$ cat src/rtl/seq_pkg.sv
// -----------------------------------------------------------------------------
// seq_pkg
// Shared definitions for the hardwired control sequencer:
//   - seq_state_t  : 4-bit binary state encoding (IDLE, T0..T7, HALT)
//   - op_class_t   : instruction class produced by opcode decode
//   - opcode and ALU operation constants
//   - IR register-field positions used by the datapath selects
//   - classify()   : maps an opcode onto its instruction class
// -----------------------------------------------------------------------------
package seq_pkg;

    typedef enum logic [3:0] {
        ST_IDLE = 4'd0,
        ST_T0   = 4'd1,
        ST_T1   = 4'd2,
        ST_T2   = 4'd3,
        ST_T3   = 4'd4,
        ST_T4   = 4'd5,
        ST_T5   = 4'd6,
        ST_T6   = 4'd7,
        ST_T7   = 4'd8,
        ST_HALT = 4'd9
    } seq_state_t;

    typedef enum logic [2:0] {
        CLS_RTYPE,
        CLS_ITYPE,
        CLS_LD,
        CLS_ST,
        CLS_HALT,
        CLS_ILLEGAL
    } op_class_t;

    // Opcodes 0x00..OP_RTYPE_LAST are R-type; the opcode doubles as ALU select.
    localparam logic [7:0] OP_RTYPE_LAST = 8'h0A;
    localparam logic [7:0] OP_ADDI       = 8'h0B;
    localparam logic [7:0] OP_ANDI       = 8'h0C;
    localparam logic [7:0] OP_ORI        = 8'h0D;
    localparam logic [7:0] OP_LD         = 8'h0E;
    localparam logic [7:0] OP_ST         = 8'h0F;
    localparam logic [7:0] OP_HALT       = 8'h1F;

    localparam logic [4:0] ALU_ADD = 5'h00;
    localparam logic [4:0] ALU_AND = 5'h05;
    localparam logic [4:0] ALU_OR  = 5'h06;

    // Register fields inside IR, decoded by the datapath when G_RA/G_RB/G_RC fire.
    localparam int RA_HI = 26;
    localparam int RA_LO = 23;
    localparam int RB_HI = 22;
    localparam int RB_LO = 19;
    localparam int RC_HI = 18;
    localparam int RC_LO = 15;

    function automatic op_class_t classify(input logic [7:0] op);
        if (op <= OP_RTYPE_LAST)
            return CLS_RTYPE;
        else if (op == OP_ADDI || op == OP_ANDI || op == OP_ORI)
            return CLS_ITYPE;
        else if (op == OP_LD)
            return CLS_LD;
        else if (op == OP_ST)
            return CLS_ST;
        else if (op == OP_HALT)
            return CLS_HALT;
        else
            return CLS_ILLEGAL;
    endfunction

endpackage

$ cat src/rtl/seq_wait_timer.sv
// -----------------------------------------------------------------------------
// seq_wait_timer
// Counts cycles the sequencer has spent stalled in a memory wait state and
// flags a timeout on the MEM_WAIT_MAX-th stalled cycle.
// Ports:
//   clk        in  system clock, rising edge
//   rst        in  asynchronous active-high reset
//   in_wait    in  sequencer is currently in a memory wait state
//   mem_ready  in  memory completed the access this cycle
//   timeout    out this stalled cycle is the last one allowed
// -----------------------------------------------------------------------------
module seq_wait_timer #(
    parameter int MEM_WAIT_MAX = 15
) (
    input  logic clk,
    input  logic rst,
    input  logic in_wait,
    input  logic mem_ready,
    output logic timeout
);

    logic [7:0] wait_cnt;
    logic       stalled;

    assign stalled = in_wait && !mem_ready;

    // wait_cnt holds the number of stalled cycles already spent in the current
    // wait state; any non-stalled cycle (including leaving the state) clears it.
    always_ff @(posedge clk or posedge rst) begin
        if (rst)
            wait_cnt <= '0;
        else if (stalled)
            wait_cnt <= wait_cnt + 8'd1;
        else
            wait_cnt <= '0;
    end

    assign timeout = stalled && (wait_cnt >= 8'(MEM_WAIT_MAX - 1));

endmodule

$ cat src/rtl/control_sequencer.sv
// -----------------------------------------------------------------------------
// control_sequencer
// Hardwired Moore control unit: fetches via PC/MAR/MDR/IR, decodes IR opcode,
// and steps T-states that drive the datapath strobes for R-type, I-type,
// load and store instructions, with memory-wait timeout and run/halt control.
//
// Optional build macro SEQ_SINGLE_STEP_EN adds the Step input: with Step=1
// every instruction returns to IDLE, and IDLE is left only on a Run rising edge.
//
// Ports:
//   Clock, Clear           clock (rising) and asynchronous active-high reset
//   Run                    start/continue execution (level)
//   Mem_Ready              memory finished the current Read/Write
//   Step                   single-step request (SEQ_SINGLE_STEP_EN only)
//   IR[31:0]               instruction register contents
//   CONTROL[CTRL_W-1:0]    ALU operation select (non-zero only in T4)
//   IncPC, Read, Write     PC increment, memory read, memory write
//   PC_Out..R_Out          bus drivers
//   PC_In..R_In            register loads
//   G_RA, G_RB, G_RC       register-field selects
//   Halted                 sequencer is in HALT
//   Mem_Fault              sticky memory-timeout flag
//   Illegal_Op             one-cycle pulse on an undefined opcode
// -----------------------------------------------------------------------------
module control_sequencer
    import seq_pkg::*;
#(
    parameter int OPW          = 5,
    parameter int CTRL_W       = 5,
    parameter int MEM_WAIT_MAX = 15
) (
    input  logic              Clock,
    input  logic              Clear,
    input  logic              Run,
    input  logic              Mem_Ready,
`ifdef SEQ_SINGLE_STEP_EN
    input  logic              Step,
`endif
    input  logic [31:0]       IR,
    output logic [CTRL_W-1:0] CONTROL,
    output logic              IncPC,
    output logic              Read,
    output logic              Write,
    output logic              PC_Out,
    output logic              MDR_Out,
    output logic              ZLO_Out,
    output logic              C_Out,
    output logic              BA_Out,
    output logic              R_Out,
    output logic              PC_In,
    output logic              MDR_In,
    output logic              MAR_In,
    output logic              IR_In,
    output logic              Y_In,
    output logic              ZLO_In,
    output logic              R_In,
    output logic              G_RA,
    output logic              G_RB,
    output logic              G_RC,
    output logic              Halted,
    output logic              Mem_Fault,
    output logic              Illegal_Op
);

    seq_state_t        state;
    seq_state_t        state_next;
    seq_state_t        return_state;
    op_class_t         op_class;
    logic [OPW-1:0]    opcode;
    logic [CTRL_W-1:0] alu_sel;
    logic              in_wait;
    logic              timeout;
    logic              start_ok;
    logic              ir_unused;

    assign opcode    = IR[31 -: OPW];
    assign ir_unused = ^IR[31-OPW:0];
    assign op_class  = classify(8'(opcode));

    // Only the fetch read, the load read and the store write can stall.
    assign in_wait = (state == ST_T1)
                  || (state == ST_T6 && op_class == CLS_LD)
                  || (state == ST_T7 && op_class == CLS_ST);

    seq_wait_timer #(
        .MEM_WAIT_MAX (MEM_WAIT_MAX)
    ) u_wait_timer (
        .clk       (Clock),
        .rst       (Clear),
        .in_wait   (in_wait),
        .mem_ready (Mem_Ready),
        .timeout   (timeout)
    );

`ifdef SEQ_SINGLE_STEP_EN
    logic run_q;

    // Registered Run lets IDLE wait for a fresh Run edge while single-stepping.
    always_ff @(posedge Clock or posedge Clear) begin
        if (Clear)
            run_q <= 1'b0;
        else
            run_q <= Run;
    end

    assign start_ok     = Step ? (Run && !run_q) : Run;
    assign return_state = (Run && !Step) ? ST_T0 : ST_IDLE;
`else
    assign start_ok     = Run;
    assign return_state = Run ? ST_T0 : ST_IDLE;
`endif

    // State register; Clear forces IDLE at any time, mid-wait included.
    always_ff @(posedge Clock or posedge Clear) begin
        if (Clear)
            state <= ST_IDLE;
        else
            state <= state_next;
    end

    // Memory-timeout flag stays set until the next Clear.
    always_ff @(posedge Clock or posedge Clear) begin
        if (Clear)
            Mem_Fault <= 1'b0;
        else if (timeout)
            Mem_Fault <= 1'b1;
    end

    // Next-state logic. Run is only consulted at IDLE and at the end of an
    // instruction, so dropping Run mid-instruction lets it complete.
    always_comb begin
        state_next = state;
        case (state)
            ST_IDLE: if (start_ok) state_next = ST_T0;
            ST_T0:   state_next = ST_T1;
            ST_T1: begin
                if (timeout)
                    state_next = ST_HALT;
                else if (Mem_Ready)
                    state_next = ST_T2;
            end
            ST_T2:   state_next = ST_T3;
            ST_T3: begin
                case (op_class)
                    CLS_HALT:    state_next = ST_HALT;
                    CLS_ILLEGAL: state_next = return_state;
                    default:     state_next = ST_T4;
                endcase
            end
            ST_T4:   state_next = ST_T5;
            ST_T5: begin
                if (op_class == CLS_LD || op_class == CLS_ST)
                    state_next = ST_T6;
                else
                    state_next = return_state;
            end
            ST_T6: begin
                if (op_class != CLS_LD)
                    state_next = ST_T7;
                else if (timeout)
                    state_next = ST_HALT;
                else if (Mem_Ready)
                    state_next = ST_T7;
            end
            ST_T7: begin
                if (op_class != CLS_ST)
                    state_next = return_state;
                else if (timeout)
                    state_next = ST_HALT;
                else if (Mem_Ready)
                    state_next = return_state;
            end
            ST_HALT: state_next = ST_HALT;
            default: state_next = ST_IDLE;
        endcase
    end

    // ALU select for T4: R-type passes the opcode through, I-type and
    // load/store address generation map onto fixed ALU codes.
    always_comb begin
        alu_sel = '0;
        case (op_class)
            CLS_RTYPE: alu_sel = CTRL_W'(opcode);
            CLS_ITYPE: begin
                if (8'(opcode) == OP_ANDI)
                    alu_sel = CTRL_W'(ALU_AND);
                else if (8'(opcode) == OP_ORI)
                    alu_sel = CTRL_W'(ALU_OR);
                else
                    alu_sel = CTRL_W'(ALU_ADD);
            end
            default:   alu_sel = CTRL_W'(ALU_ADD);
        endcase
    end

    // Output decode from the state register and the held IR class.
    always_comb begin
        CONTROL    = '0;
        IncPC      = 1'b0;
        Read       = 1'b0;
        Write      = 1'b0;
        PC_Out     = 1'b0;
        MDR_Out    = 1'b0;
        ZLO_Out    = 1'b0;
        C_Out      = 1'b0;
        BA_Out     = 1'b0;
        R_Out      = 1'b0;
        PC_In      = 1'b0;
        MDR_In     = 1'b0;
        MAR_In     = 1'b0;
        IR_In      = 1'b0;
        Y_In       = 1'b0;
        ZLO_In     = 1'b0;
        R_In       = 1'b0;
        G_RA       = 1'b0;
        G_RB       = 1'b0;
        G_RC       = 1'b0;
        Halted     = 1'b0;
        Illegal_Op = 1'b0;
        case (state)
            ST_T0: begin
                PC_Out = 1'b1;
                MAR_In = 1'b1;
                IncPC  = 1'b1;
            end
            ST_T1: begin
                Read   = 1'b1;
                MDR_In = 1'b1;
            end
            ST_T2: begin
                MDR_Out = 1'b1;
                IR_In   = 1'b1;
            end
            ST_T3: begin
                case (op_class)
                    CLS_RTYPE: begin
                        G_RB  = 1'b1;
                        R_Out = 1'b1;
                        Y_In  = 1'b1;
                    end
                    CLS_ITYPE, CLS_LD, CLS_ST: begin
                        G_RB   = 1'b1;
                        BA_Out = 1'b1;
                        Y_In   = 1'b1;
                    end
                    CLS_ILLEGAL: Illegal_Op = 1'b1;
                    default: ;
                endcase
            end
            ST_T4: begin
                CONTROL = alu_sel;
                ZLO_In  = 1'b1;
                if (op_class == CLS_RTYPE) begin
                    G_RC  = 1'b1;
                    R_Out = 1'b1;
                end else begin
                    C_Out = 1'b1;
                end
            end
            ST_T5: begin
                ZLO_Out = 1'b1;
                if (op_class == CLS_LD || op_class == CLS_ST) begin
                    MAR_In = 1'b1;
                end else begin
                    G_RA = 1'b1;
                    R_In = 1'b1;
                end
            end
            ST_T6: begin
                MDR_In = 1'b1;
                if (op_class == CLS_LD) begin
                    Read = 1'b1;
                end else begin
                    G_RA  = 1'b1;
                    R_Out = 1'b1;
                end
            end
            ST_T7: begin
                if (op_class == CLS_LD) begin
                    MDR_Out = 1'b1;
                    G_RA    = 1'b1;
                    R_In    = 1'b1;
                end else begin
                    Write = 1'b1;
                end
            end
            ST_HALT: Halted = 1'b1;
            default: ;
        endcase
    end

endmodule

$ cat config.mk
export PLATFORM = sky130hd
export DESIGN_NAME = control_sequencer
export DESIGN_NICKNAME = d
export VERILOG_FILES = /design/src/rtl/seq_pkg.sv /design/src/rtl/seq_wait_timer.sv /design/src/rtl/control_sequencer.sv
export SDC_FILE = /design/constraint.sdc
export NUM_CORES = 1
export LEC_CHECK = 0
export ABC_AREA = 1
export CAP_MARGIN = 30
export CORE_ASPECT_RATIO = 1.4
export CORE_MARGIN = 4
export CORE_UTILIZATION = 39
export DETAILED_ROUTE_END_ITERATION = 10
export PLACE_DENSITY = 0.82
export SLEW_MARGIN = 20
export SYNTH_ARGS = -nofsm -noshare
export SYNTH_HDL_FRONTEND = slang
export SYNTH_SLANG_ARGS = --single-unit
$ cat constraint.sdc
create_clock -name Clock -period 1.5 [get_ports Clock]
set_input_delay 0.225 -clock Clock [delete_from_list [all_inputs] [get_ports Clock]]
set_output_delay 0.225 -clock Clock [all_outputs]
set_load 0.05 [all_outputs]
==> results of run 1 <==
==> stage by stage <==
stage	cell area (um2)	hold slack [ns]	utilization	setup TNS, ns	total power, mW
finish	2596	0.2681	0.9624	-10.38	4.567
global route	2596	0.3018	0.9624	-11.94	4.689
CTS	2419	0.2695	0.8966	-6.158	3.953
detailed placement	2146	0.4508	0.7955	-9.492	3.331
global placement	2146	0.4484	0.7955	-7.288	3.244
floorplan	1266	0.1019	-	-3.268	1.954
==> logic make-up (layout without fill, tap and decap cells) <==
logic type / after synthesis / in the layout / synth area share
and+or+nand+nor: 112 / 112 / 0.5028
AOI/OAI and AO/OA: 12 / 12 / 0.06052
other: 1 / 2 / 0.003297
adders and majority gates: 2 / 2 / 0.02200
DFF: 13 / 13 / 0.2860
xor gates and xnor gates: 3 / 3 / 0.02311
buffers and inverters: 27 / 123 / 0.1023
==> worst max-delay path: cells and delay by family, from the launching register on <==
kind          cells  cell delay (ns)
simple gates      9             1.05
buf+inv           4             0.46
flops             1             0.41
==> final timing paths <==
| path | cells past startpoint | end | startpoint | slack [ns] |
|---|---|---|---|---|
| min in group Clock | 1 | u_wait_timer.wait_cnt[0]$_DFF_PP0_ | u_wait_timer.wait_cnt[0]$_DFF_PP0_ | 0.56 |
| worst min-delay path | 2 | Mem_Fault$_DFFE_PP0P_ | Clear | 0.27 |
| worst min register to register | 1 | u_wait_timer.wait_cnt[0]$_DFF_PP0_ | u_wait_timer.wait_cnt[0]$_DFF_PP0_ | 0.56 |
| worst max-delay path | 13 | state[0]$_DFFE_PP0P_ | state[3]$_DFFE_PP0P_ | -0.47 |
| max in group asynchronous | 2 | state[1]$_DFFE_PP0P_ | Clear | 0.86 |
| worst max register to register | 13 | state[0]$_DFFE_PP0P_ | state[3]$_DFFE_PP0P_ | -0.47 |
==> cell type report <==
type | count | area [um2] | share of cell area
Multi-Input combinational cell | 131 | 1030 | 0.3966
Clock inverter | 1 | 5.005 | 0.001928
Timing Repair Buffer | 96 | 1080 | 0.4159
Clock buffer | 3 | 22.52 | 0.008675
Tap cell | 36 | 45.04 | 0.01735
Sequential cell | 13 | 327.8 | 0.1263
Inverter | 23 | 86.33 | 0.03325
==> sequential cells by signal, indices dropped and copies added (netlist names) <==
register               flops
state                      4
Mem_Fault                  1
u_wait_timer.wait_cnt      8
==> metal layers <==
metal / vias to the layer above / track usage / wire length (um)
met4: 0 / 0.2813 / 890
li1: 732 / - / -
met1: 860 / 0.3196 / 2362
met2: 179 / 0.6289 / 3752
met5: - / 0 / 0
met3: 89 / 0.07803 / 663
==> cells in the final DEF, fill, tap and decap left out, types with 3 or more instances in the layout <==
cell,instances
buf_12,24
nand4_1,6
nand2_4,11
buf_6,11
dfrtp_1,11
buf_4,52
o21ai_4,3
nand3_4,5
inv_1,12
inv_2,11
clkdlybuf4s50_1,3
dlygate4sd2_1,4
nand2_1,29
nor2_1,16
nand2_2,9
nor2_4,14
nor2_2,3
nand3_1,7
nor3b_2,3
clkbuf_4,3
==> report_power, final <==
group | internal [mW] | total [mW] | switching, mW
Sequential | 0.414 | 0.500 | 0.0859
Clock | 0.0994 | 0.234 | 0.134
Combinational | 1.66 | 3.83 | 2.18
Total | 2.17 | 4.57 | 2.40
==> repair_timing <==
action	in CTS	in global routing
setup buffers	15	10
endpoints found under the setup margin	27	37
resized for setup	42	31
hold buffers	0	0
pin swaps	19	11
==> results.cfg, run 1 <==
[final_layout]
drive_gt1_frac = 0.6180
num_antenna_cells = 0
n_fill_cell = 64
stdcell_count = 303
fin_nets = 306
areaGrowthSynthToFinish_pct = 128.3

[synthesis]
synth_top_area_cell = dfrtp_1
syn_area_um2 = 1137
synth_edf_count = 0
post-synth-top-area-fraction = 0.2860
async_flop_share = 1.000
synth.most_common_cell = nand2_1
synth_cell_type_count = 27
synth_common_cells = nand2_1 (46), nor2_1 (27), inv_1 (19)
ys.flop_type = dfrtp_1
syn_inst = 170
synth.area.top_cells = dfrtp_1 (29%), nand2_1 (15%), nor2_1 (8.9%), inv_1 (6.3%), nand3_1 (4.8%)
yosys_warnings = 0
yosysSeqAreaShare = 0.2860
syn_avg_cell_area_um2 = 6.690
ys_ff_latch = 13

[route]
drc = 0
via_count = 1860
routedWlPerCell_um = 25.31
drt_pass1_iterations = 5
drt-initial-drc-count = 136
vias_per_cell = 6.139
ant_nets = 0
drt-total-wl_um = 7669

[grt]
grt_max_degree = 14
grt_pass1_vias = 1936
antenna_found_initial = 0
grt_pass1_wl_um = 9825
grt_usage = 0.3504
overflow = 0

[clock_tree]
cts_tree = done
cts.reportedPaths.clkPinSlew_ns = 0.09
cts_max_level = 1
clock_path_buffers = 2
cts_buffers = 3
clk_latency_ns = 0.29
cts-root-buf = clkbuf_4
clock_sinks = 13

[place]
gp_congestion = 0.9367
pre_cts_slack_ns = -0.5172
dp.cells = 276
hpwl_um = 3503
io_buffers = 33

[floorplanning]
die_h_um = 71.90
die_area_um2 = 3856
core_region_area_um2 = 2698
start_util = 0.4216
rows = 22
ioPinCount = 63
dieWidth_um = 53.64

[sta]
period_share = 1.314
setup_viol_count_final = 37
rsz0062_at_grt = yes
slew_violations = 0
worst_slew_pin_slew_ns = 0.5050
finClkSkew_ns = 0.006393
min_period_ns = 1.971
fmax_ghz = 0.5073
hold_viol_final = 0
setup_ws_ns = -0.4713
slew_headroom = 0.6629

[setup_path]
slowest_stage = dfrtp_1
crit_chain = inv_2, buf_4, buf_4, buf_4, nor2_1, nand2_1, nor2_1, nand3_1, nand2_1, nand4_1, nand2_1, nand2_1, nand2_1
cp.required_ns = 1.73
arrival_ns = 2.21
worstSetupStartpointType = flip-flop
worst-path-max-fanout = 2
critPathCaptureType = flip-flop
slowest_delay_ns = 0.41
crit_top_cell = nand2_1
worstSetupPathType = reg2reg

[power_and_ir_drop]
peakVddDrop_mv = 1.824
leakage_nw = 1.214
powerDensity_nw_per_um2 = 1759

[status]
outcome = finished with violations
failed_checks = negative setup slack

[hold_path]
hold_class = in2async

[run]
cap_violations = 0
(Power assumes the default switching activity.)
==> run 2: changes to the inputs <==
--- a/config.mk
+++ b/config.mk
@@ -15,4 +15,5 @@
 export SLEW_MARGIN = 20
 export SYNTH_ARGS = -nofsm -noshare
 export SYNTH_HDL_FRONTEND = slang
+export SYNTH_HIERARCHICAL = 1
 export SYNTH_SLANG_ARGS = --single-unit
==> results.cfg, run 2 <==
[synthesis]
syn_area_um2 = 1144
synth_cell_type_count = 27
syn_avg_cell_area_um2 = 6.461
synth_edf_count = 0
yosys_warnings = 6
yosysSeqAreaShare = 0.2845
synth.area.top_cells = dfrtp_1 (28%), nand2_1 (14%), nor2_1 (9.8%), inv_1 (7.5%), nand3_1 (5.7%)
synth_common_cells = nand2_1 (44), nor2_1 (30), inv_1 (23)
syn_inst = 177
ys_ff_latch = 13
ys.flop_type = dfrtp_1
synth.most_common_cell = nand2_1
async_flop_share = 1.000
post-synth-top-area-fraction = 0.2845
synth_top_area_cell = dfrtp_1

[floorplanning]
rows = 23
start_util = 0.4014
dieWidth_um = 53.77
ioPinCount = 63
die_h_um = 72.07

[place]
io_buffers = 33
pre_cts_slack_ns = -0.9278
gp_congestion = 1.007
hpwl_um = 4121

[sta]
worst_endpoint_kind = register input
postGrtWorstEndpoint = state[3]$_DFFE_PP0P_/D

[status]
failed_stage = global routing (5_1_grt)
outcome = did not finish
error_line = [ERROR DPL-0038] Utilization greater than 100%, impossible to legalize

[clock_tree]
cts-root-buf = clkbuf_8
cts_buffers = 3
cts_max_level = 1
clock_path_buffers = 2
clock_sinks = 13

[grt]
grt_max_degree = 9
-- run 2: what timing repair did --
action | 4_1_cts
setup endpoints to repair | 37
gates resized for setup | 50
hold buffers | 0
pin swaps | 10
setup buffers | 7
-- run 2: cell families after synthesis --
group,after synthesis,share of synthesized area
and+or+nand+nor,110,0.4672
buffers and inverters,33,0.1214
adders and majority gates,2,0.02188
DFF,13,0.2845
AOI/OAI and AO/OA,18,0.1017
other,1,0.003279
-- run 2: per-stage QoR --
stage	std cells	instance area [um2]	util	hold WS [ns]	setup TNS, ns
after CTS	318	2589	0.9087	0.2332	-10.19
after global placement	308	2326	0.8164	0.4756	-12.22
after floorplan	178	1290	-	0.003521	-6.655
after detailed placement	308	2326	0.8164	0.4886	-15.17
==> run 3: changes to the inputs <==
--- a/config.mk
+++ b/config.mk
@@ -7,11 +7,10 @@
 export LEC_CHECK = 0
 export ABC_AREA = 1
 export CAP_MARGIN = 30
-export CORE_ASPECT_RATIO = 1.4
 export CORE_MARGIN = 4
-export CORE_UTILIZATION = 39
+export CORE_UTILIZATION = 25
 export DETAILED_ROUTE_END_ITERATION = 10
-export PLACE_DENSITY = 0.82
+export PLACE_DENSITY_LB_ADDON = 0.15
 export SLEW_MARGIN = 20
 export SYNTH_ARGS = -nofsm -noshare
 export SYNTH_HDL_FRONTEND = slang
==> results.cfg, run 3 <==
[status]
outcome = finished with violations
failed_checks = negative setup slack

[place]
io_buffers = 33
dpl_cell_area_um2 = 2362
gp_congestion = 0.9398
dp.cells = 322
hpwl_um = 3326
pre_cts_slack_ns = -0.7613

[power_and_ir_drop]
peakVddDrop_mv = 1.563
power_mw = 4.020
leakage_nw = 1.341
powerDensity_nw_per_um2 = 1397

[setup_path]
critPathBufInv = 4
r2r_start = state[0]$_DFFE_PP0P_
crit_family = simple AND/OR/NAND/NOR gates
worstSetupEndpoint = state[1]$_DFFE_PP0P_
arrival_ns = 2.17
rrSetupSlack_ns = -0.50
crit_chain = buf_6, inv_6, nor3_4, nand2_2, nand2_4, or2_4, inv_2, nor2_4, inv_2, nor2_4, nor2_4, nand2_2, o31ai_2, nor2_4, o21ai_2, o21ai_1
reg2reg_depth = 16
worst-path-max-fanout = 4
critPathCaptureType = flip-flop
r2r_end = state[1]$_DFFE_PP0P_
crit_top_cell = nor2_4
worstSetupStartpointType = flip-flop
cp.required_ns = 1.67
critPathLaunch = state[0]$_DFFE_PP0P_
slowest_stage = dfrtp_1
cp.depth = 16
worstSetupPathType = reg2reg
slowest_delay_ns = 0.39

[synthesis]
synth.area.top_cells = dfrtp_1 (28%), nand2_1 (14%), nor2_1 (9.8%), inv_1 (7.5%), nand3_1 (5.7%)
post-synth-top-area-fraction = 0.2845
ys.flop_type = dfrtp_1
synth_common_cells = nand2_1 (44), nor2_1 (30), inv_1 (23)
async_flop_share = 1.000
syn_inst = 177
synth_cell_type_count = 27
synth_top_area_cell = dfrtp_1
synth_edf_count = 0
syn_avg_cell_area_um2 = 6.461
ys_ff_latch = 13
yosysSeqAreaShare = 0.2845
synth.most_common_cell = nand2_1
yosys_warnings = 6
syn_area_um2 = 1144

[final_layout]
regMostFlops = u_wait_timer/wait_cnt
areaGrowthSynthToFinish_pct = 151.6
mostFrequentLayoutCell = buf_4
design_area_um2 = 2878
largest_reg_flops = 8
num_antenna_cells = 0
n_fill_cell = 334
reg.largest.list = u_wait_timer/wait_cnt: 8 flops, state: 4 flops, Mem_Fault: 1 flops
drive_gt1_frac = 0.6633
layout_common_cells = buf_4 (57), nand2_1 (29), buf_6 (25), buf_12 (24), nor2_4 (17)
final_core_utilization = 0.6564
stdcell_count = 346
fin_nets = 333

[grt]
overflow = 0
grt_pass1_wl_um = 7410
antenna_found_initial = 0
grt_max_degree = 9
grt_usage = 0.1685
grt_pass1_vias = 1582

[sta]
finClkSkew_ns = 0.003823
hold_viol_final = 0
min_period_ns = 1.998
slew_violations = 0
fin_hold_ws_ns = 0.2293
setup_ws_ns = -0.4976
period_share = 1.332
setup_tns_ns = -10.74
fmax_ghz = 0.5006
setup_viol_count_final = 37
rsz0062_at_grt = yes

[floorplanning]
ioPinCount = 63
rows = 24
die_h_um = 75.64
core_region_area_um2 = 4384
die_area_um2 = 5721
start_util = 0.2608
dieWidth_um = 75.64

[route]
via_count = 1594
routedWlPerCell_um = 13.86
drt-total-wl_um = 4796
drt_pass1_iterations = 4
drc = 0
drt-initial-drc-count = 65
ant_nets = 0
vias_per_cell = 4.607

[clock_tree]
cts-root-buf = clkbuf_8
cts.reportedPaths.clkPinSlew_ns = 0.06
cts_buffers = 3
cts_max_level = 1
cts_tree = done
clock_path_buffers = 2
clock_sinks = 13
clk_latency_ns = 0.24

[run]
cap_violations = 0

[hold_path]
hold_class = in2async
## run 3: cell counts after synthesis
No cell type changed its count.
## run 3: power breakdown
| part | leakage (nW) | internal (mW) | total [mW] | switching, mW |
|---|---|---|---|---|
| sequential | 0.173 | 0.405 | 0.462 | 0.0569 |
| combinational | 1.14 | 1.58 | 3.25 | 1.67 |
| clock | 0.0228 | 0.187 | 0.310 | 0.122 |
## run 3: logic make-up after synthesis
kind of cell | count (synthesis) | share of synthesized area
other cells | 1 | 0.003279
compound gates | 18 | 0.1017
flops | 13 | 0.2845
simple gates | 110 | 0.4672
fa+ha+maj | 2 | 0.02188
buf+inv | 33 | 0.1214
## run 3: cell type report
cell class,instances,area [um2],area share
clock buffers,4,45.04,0.01565
flip-flops and latches,13,326.6,0.1135
inverters,29,121.4,0.04217
multi-input cells,132,1026,0.3565
repair buffers,116,1294,0.4496
well taps,52,65.06,0.02261
## run 3: how the worst min path moves through the flow
stage               startpoint                    end  slack [ns]  depth (start not counted)
detailed placement       Clear  Mem_Fault$_DFFE_PP0P_        0.48                          2
floorplan                Clear  Mem_Fault$_DFFE_PP0P_       0.004                          1
global route             Clear   state[0]$_DFFE_PP0P_        0.26                          2
global placement         Clear  Mem_Fault$_DFFE_PP0P_        0.48                          2
finish                   Clear   state[3]$_DFFE_PP0P_        0.23                          2
CTS                      Clear   state[3]$_DFFE_PP0P_        0.23                          2
## run 3: timing repair
item / 4_1_cts / 5_1_grt
setup endpoints to repair: 37 / 37
buffers inserted: 16 / 13
gates resized for setup: 71 / 28
pin swaps: 15 / 15
hold buffers: 0 / 0
hold endpoints to repair: 0 / 0
cloned: 0 / 0
## run 3: routing by layer
metal / vias to the layer above / track usage / share of wire
li1: 790 / - / -
met1: 743 / 0.2291 / 0.42
met2: 55 / 0.2752 / 0.51
met3: 6 / 0.03166 / 0.048
met4: 0 / 0.04272 / 0.017
met5: - / 0 / 0
==> run 4: changes to the inputs <==
--- a/config.mk
+++ b/config.mk
@@ -7,12 +7,10 @@
 export LEC_CHECK = 0
 export ABC_AREA = 1
 export CAP_MARGIN = 30
-export CORE_MARGIN = 4
 export CORE_UTILIZATION = 25
 export DETAILED_ROUTE_END_ITERATION = 10
 export PLACE_DENSITY_LB_ADDON = 0.15
 export SLEW_MARGIN = 20
 export SYNTH_ARGS = -nofsm -noshare
 export SYNTH_HDL_FRONTEND = slang
-export SYNTH_HIERARCHICAL = 1
 export SYNTH_SLANG_ARGS = --single-unit
==> results.cfg, run 4 (same netlist as run 1, synthesis figures left out) <==
[setup_path]
arrival_ns = 1.52
worst-path-max-fanout = 5
slowest_stage = dfrtp_1
crit_chain = buf_6, nand2_4, nor2_4, inv_2, nor2_4, nand2_2, o21ai_4, buf_12
r2r_start = state[3]$_DFFE_PP0P_
crit_top_cell = nor2_4
cp.required_ns = 1.27
worstSetupPathType = reg2out
reg2reg_depth = 12
critPathCaptureType = primary output
rrSetupSlack_ns = -0.15
slowest_delay_ns = 0.42
r2r_end = state[1]$_DFFE_PP0P_
worstSetupStartpointType = flip-flop

[sta]
period_share = 1.163
setup_ws_ns = -0.2448
min_period_ns = 1.745
fmax_ghz = 0.5731
slew_violations = 0
fin_hold_ws_ns = 0.3138
setup_viol_count_final = 32
finClkSkew_ns = 0.002928
hold_viol_final = 0
rsz0062_at_grt = yes

[final_layout]
fin_nets = 299
n_fill_cell = 403
num_antenna_cells = 0
areaGrowthSynthToFinish_pct = 122.0
layout_common_cells = buf_4 (49), nand2_1 (33), buf_12 (23), nor2_4 (16)
regMostFlops = u_wait_timer.wait_cnt
mostFrequentLayoutCell = buf_4
largest_reg_flops = 8
reg.largest.list = u_wait_timer.wait_cnt: 8 flops, state: 4 flops, Mem_Fault: 1 flops
design_area_um2 = 2525
drive_gt1_frac = 0.5885
final_core_utilization = 0.5799

[route]
drc = 0
vias_per_cell = 4.446
ant_nets = 0
drt-total-wl_um = 3572
routedWlPerCell_um = 11.45
via_count = 1387
drt-initial-drc-count = 69
drt_pass1_iterations = 4

[clock_tree]
cts.reportedPaths.clkPinSlew_ns = 0.05
cts_max_level = 1
cts-root-buf = clkbuf_8
ctsHoldBuffers = 0
clk_latency_ns = 0.24
cts_buffers = 3
clock_sinks = 13
clock_path_buffers = 2
cts_tree = done

[run]
cap_violations = 0

[power_and_ir_drop]
clkPwrFrac = 0.075
p_int_mw = 2.169
p_seq_frac = 0.118
p_switching_mw = 1.967
switching_share = 0.4756
power_mw = 4.137
p_comb_frac = 0.807
powerDensity_nw_per_um2 = 1638
leakage_nw = 1.166
peakVddDrop_mv = 0.7088

[grt]
grt_usage = 0.1571
overflow = 0
antenna_found_initial = 0
grt_pass1_vias = 1340
grt_pass1_wl_um = 6141
grt_max_degree = 14

[floorplanning]
core_region_area_um2 = 4354
dieWidth_um = 69.45
start_util = 0.2612
rows = 24
ioPinCount = 63
die_area_um2 = 4823
die_h_um = 69.45

[place]
pre_cts_slack_ns = -0.3273
dpl_cell_area_um2 = 2161
gp_congestion = 0.8020
io_buffers = 33
hpwl_um = 2834

[hold_path]
hold_class = in2async

[status]
failed_checks = negative setup slack
outcome = finished with violations
==> run 4: critical path: cells and delay by family, from the launching register on <==
kind / cells / cell delay (ns)
compound gates: 1 / 0.07
flops: 1 / 0.42
buf+inv: 3 / 0.35
simple gates: 4 / 0.44
==> run 4: worst max-delay path by stage <==
stage / endpoint / start
6_report: CONTROL[1] / state[0]$_DFFE_PP0P_
5_1_grt: CONTROL[1] / state[0]$_DFFE_PP0P_
4_1_cts: CONTROL[1] / state[3]$_DFFE_PP0P_
3_5_place_dp: state[0]$_DFFE_PP0P_ / IR[28]
3_3_place_gp: BA_Out / IR[27]
2_1_floorplan: CONTROL[1] / state[1]$_DFFE_PP0P_
==> run 4: area by class of cell <==
| cell class | count | area, um2 | share of cell area |
|---|---|---|---|
| Inverter | 23 | 86.33 | 0.03419 |
| Timing Repair Buffer | 89 | 1003 | 0.3974 |
| Tap cell | 52 | 65.06 | 0.02577 |
| Multi-Input combinational cell | 131 | 997.2 | 0.3949 |
| Clock buffer | 4 | 45.04 | 0.01784 |
| Sequential cell | 13 | 327.8 | 0.1298 |
==> run 4: per-stage QoR <==
stage	cells	setup TNS (ns)
after floorplan	171	-3.268
after global placement	293	-6.726
after detailed placement	293	-7.147
after CTS	309	-4.211
after global routing	312	-7.506
final	312	-4.609
==> run 4: repair_timing <==
| action | 4_1_cts | 5_1_grt |
|---|---|---|
| pin swaps | 16 | 8 |
| setup endpoints to repair | 28 | 37 |
| setup buffers | 12 | 4 |
| resized for setup | 41 | 18 |
==> run 4: per-layer routing <==
metal | vias up | GRT usage | share of wire
met5 | - | 0 | 0
met4 | 0 | 0.04762 | 0.011
met3 | 5 | 0.01453 | 0.037
met2 | 34 | 0.2794 | 0.51
met1 | 625 | 0.1998 | 0.44
li1 | 723 | - | -
==> run 4: power by group through the flow <==
stage                     clock network (mW)  registers, mW  logic (mW)
after global placement                     0          0.483        2.79
final                                  0.311          0.488        3.34
after global routing                   0.327          0.499        3.54
after CTS                              0.321          0.481        3.23
after floorplan                            0          0.501        1.45
after detailed placement                   0          0.484        2.79
